`config.mk`:
```
export PLATFORM = sky130hd
export DESIGN_NAME = sync_down_counter
export DESIGN_NICKNAME = d
export VERILOG_FILES = /design/src/rtl/sync_down_counter.sv
export SDC_FILE = /design/constraint.sdc
export NUM_CORES = 1
export LEC_CHECK = 0
export CAP_MARGIN = 20
export CORE_AREA = 10 10 47 49
export CTS_BUF_LIST = sky130_fd_sc_hd__clkbuf_8
export DETAILED_ROUTE_END_ITERATION = 7
export DIE_AREA = 0 0 57 59
export GPL_ROUTABILITY_DRIVEN = 0
export GPL_TIMING_DRIVEN = 0
export PLACE_DENSITY = 0.81
export SLEW_MARGIN = 40
export SYNTH_ARGS = -nofsm -noshare
export SYNTH_HDL_FRONTEND = slang
export SYNTH_SLANG_ARGS = --single-unit
```
`constraint.sdc`:
```
create_clock -name clk -period 1.99 [get_ports clk]
set_input_delay 0.398 -clock clk [delete_from_list [all_inputs] [get_ports clk]]
set_output_delay 0.398 -clock clk [all_outputs]
set_load 0.01 [all_outputs]
```
`src/rtl/sync_down_counter.sv`:
```
// Loadable down counter with one-shot and auto-reload modes.
// Emits a registered one-cycle terminal-count pulse when the count reaches zero or reloads.
module sync_down_counter #(
    parameter int WIDTH = 4
) (
    input  logic             clk,
    input  logic             reset,
    input  logic [WIDTH-1:0] in,
    input  logic             load,
    input  logic             enable,
    input  logic             auto_reload,
    output logic [WIDTH-1:0] count,
    output logic             tc,
    output logic             busy
);

    typedef enum logic {
        IDLE = 1'b0,
        RUN  = 1'b1
    } state_t;

    localparam logic [WIDTH-1:0] ONE  = {{(WIDTH-1){1'b0}}, 1'b1};
    localparam logic [WIDTH-1:0] ZERO = '0;

    state_t           state_q,  state_d;
    logic [WIDTH-1:0] count_q,  count_d;
    logic [WIDTH-1:0] reload_q, reload_d;
    logic             tc_q,     tc_d;
    logic             busy_q,   busy_d;

    always_ff @(posedge clk or negedge reset) begin
        if (!reset) begin
            state_q  <= IDLE;
            count_q  <= ZERO;
            reload_q <= ZERO;
            tc_q     <= 1'b0;
            busy_q   <= 1'b0;
        end else begin
            state_q  <= state_d;
            count_q  <= count_d;
            reload_q <= reload_d;
            tc_q     <= tc_d;
            busy_q   <= busy_d;
        end
    end

    // RUN is only ever entered with a nonzero count, so count_q==0 never occurs in RUN.
    always_comb begin
        state_d  = state_q;
        count_d  = count_q;
        reload_d = reload_q;
        tc_d     = 1'b0;

        if (load) begin
            count_d  = in;
            reload_d = in;
            state_d  = (in != ZERO) ? RUN : IDLE;
        end else if (state_q == RUN && enable) begin
            if (count_q > ONE) begin
                count_d = count_q - ONE;
            end else if (count_q == ONE) begin
                tc_d = 1'b1;
                if (auto_reload) begin
                    count_d = reload_q;
                end else begin
                    count_d = ZERO;
                    state_d = IDLE;
                end
            end
        end

        busy_d = (state_d == RUN);
    end

    assign count = count_q;
    assign tc    = tc_q;
    assign busy  = busy_q;

endmodule

```
==> results <==
[worst register-to-register path, cell delays in order, from the launching register on]
cell and delay (ps):
dfrtp_1 450, inv_1 80, ha_1 250, or2_1 230
buf_2 160, a21oi_2 130, and3b_1 190, o31ai_2 200
[synthesized netlist by cell type (all sizes together)]
cell / number
nor4: 2
a221oi: 2
and3b: 1
nand4b: 1
inv: 9
nor2b: 1
o21ai: 5
o2bb2ai: 1
o31ai: 1
o211ai: 1
a41oi: 1
nor2: 4
a21o: 1
or2: 1
nor4b: 2
nand2: 7
dfrtp: 10
a31o: 1
a32oi: 1
nor3: 1
a21oi: 4
nand4: 3
buf: 3
ha: 2
[how the worst max path moves through the flow]
| stage | slack (ps) | from | cells after the start | end |
|---|---|---|---|---|
| global placement | 290 | count[0]$_DFFE_PN0P_ | 7 | count[1]$_DFFE_PN0P_ |
| finish | 200 | count[0]$_DFFE_PN0P_ | 7 | count[1]$_DFFE_PN0P_ |
| floorplan | 350 | count[0]$_DFFE_PN0P_ | 7 | count[1]$_DFFE_PN0P_ |
| detailed placement | 260 | count[0]$_DFFE_PN0P_ | 7 | count[1]$_DFFE_PN0P_ |
| CTS | 220 | count[0]$_DFFE_PN0P_ | 7 | count[1]$_DFFE_PN0P_ |
| global route | 110 | count[0]$_DFFE_PN0P_ | 7 | count[1]$_DFFE_PN0P_ |
[per-layer routing]
metal	wire, microns	up-vias	GRT usage
met3	148	7	0.0279
met1	642	278	0.115
met4	59	0	0.0805
met2	774	40	0.160
met5	0	-	0
li1	-	267	-
[per-stage QoR]
stage	cell area (sq um)	setup WS, ps	instances	hold WS (ps)
after floorplan	601	345	65	102
after global placement	751	293	94	520
after detailed placement	751	264	94	522
after CTS	806	221	98	465
after global routing	806	106	98	476
final	806	202	98	478
[power breakdown]
part | switching [uW] | internal, uW | total [uW]
Clock | 82.4 | 174 | 256
Sequential | 30.8 | 226 | 257
Combinational | 101 | 95.7 | 197
[flip-flops by register name, indices dropped and copies added, names as in the netlist]
register / cells
busy: 1
count: 4
reload_q: 4
tc: 1
[kinds of logic after synthesis]
family,synth area share
adder cells (fa/ha/maj),0.0417
AO/OA/AOI/OAI,0.225
AND/OR/NAND/NOR,0.238
flip-flops,0.417
buffers and inverters,0.0792
[cell type report]
type,count,share of cell area
Multi-Input combinational cell,43,0.376
Sequential cell,10,0.311
Timing Repair Buffer,13,0.161
Clock buffer,4,0.0683
Inverter,9,0.0419
Tap cell,16,0.0248
Buffer,3,0.0171
==> results.cfg <==
[synth]
avgSynthCellArea_sq_um = 9.24
synth.area.top_cells = dfrtp_1 (42%), inv_1 (5.6%), nor4b_2 (5.0%), nand2_1 (4.4%), ha_1 (4.2%)
synthCells = 65
synth_top_area_frac = 0.417
yosysWarnings = 0
synth_seq_area_share = 0.417
ys_ff_latch = 10
synth.distinct_cells = 29
yosys.area.top_type = dfrtp_1
synth_nets = 76
syn-cell-area_sq_um = 601

[worst_setup_path]
end_kind = flop
r2r_cells = 7
crit_buf_inv = 2
path_delay_family = flip-flops
arrival_ps = 1940
path_cells = inv_1, ha_1, or2_1, buf_2, a21oi_2, and3b_1, o31ai_2
slowest_stage = dfrtp_1
worst_r2r_endpoint = count[1]$_DFFE_PN0P_
r2r_slack_ps = 200
cp-start-kind = flop
critical_path_required_ps = 2140
path_class = flop to flop
slowest_delay_ps = 450
crit_fanout = 6
r2r_start = count[0]$_DFFE_PN0P_

[detailed_routing]
routed_wl_microns = 1630
wl_per_cell_microns = 16.6
dr.pass1.iters = 4
route.detailed.drc = 0
via_per_inst = 6.04
drtIter0Drc = 16
dr_total_vias = 592
drtAntennaViolNets = 0

[grt]
overflow = 0
grt_pass1_wl_microns = 2730
grt_max_degree = 11
antenna_found_initial = 0
track_usage = 0.102
grt_pass1_vias = 568

[status]
outcome = completed

[floorplanning]
fp.dieH_microns = 59
rows = 14
die_width_microns = 57
dieArea_sq_um = 3360
boundaryPins = 15
start_util = 0.429
core_sq_um = 1400

[sta]
skew_ps = 2.93
worst_pin_slew_ps = 479
finalCriticalPeriod_ps = 1790
fin_setup_tns_ps = 0
finalCritPeriodShare = 0.899
slew_headroom = 0.681
setup_viol = 0
finalHoldViolCount = 0
rsz0062_at_grt = false
report.final.slew_viol_count = 0
fmax_mhz = 559

[cts]
postCtsSetupBuffers = 0
clkSinkCount = 10
post_cts_resized = 0
clk_pin_slew_ps = 50
root_buffer = clkbuf_8
clk_latency_ps = 240
cts_buffers = 3
cts_tree = done
cts_buffer_depth = 2
holdBufCountCts = 0
htreeDepth = 1

[hold_path]
hold_path_class = primary input to async pin

[cells_and_area]
area_delta_synth_final_pct = 34.2
layout_common_cells = clkdlybuf4s50_1 (13), dfrtp_1 (10), inv_1 (9), nand2_1 (7)
mostFrequentLayoutCell = clkdlybuf4s50_1
final_nets = 94
utilization = 0.575
multiInputGateArea_sq_um = 303
seq_area_sq_um = 250
fillCellCount = 133
final_layout_size_suffix_gt1_frac = 0.159
n_antenna_cell = 0

[power]
peakVddDrop_uv = 529
total_power_uw = 711
p_per_area_nw_per_um2 = 882
p_leak_uw = 0.000345

[flow_run]
drv_cap = 0

[place]
dp_hpwl_microns = 1170
port_buffers = 13
Note: power is estimated with default switching activity, not from simulation.
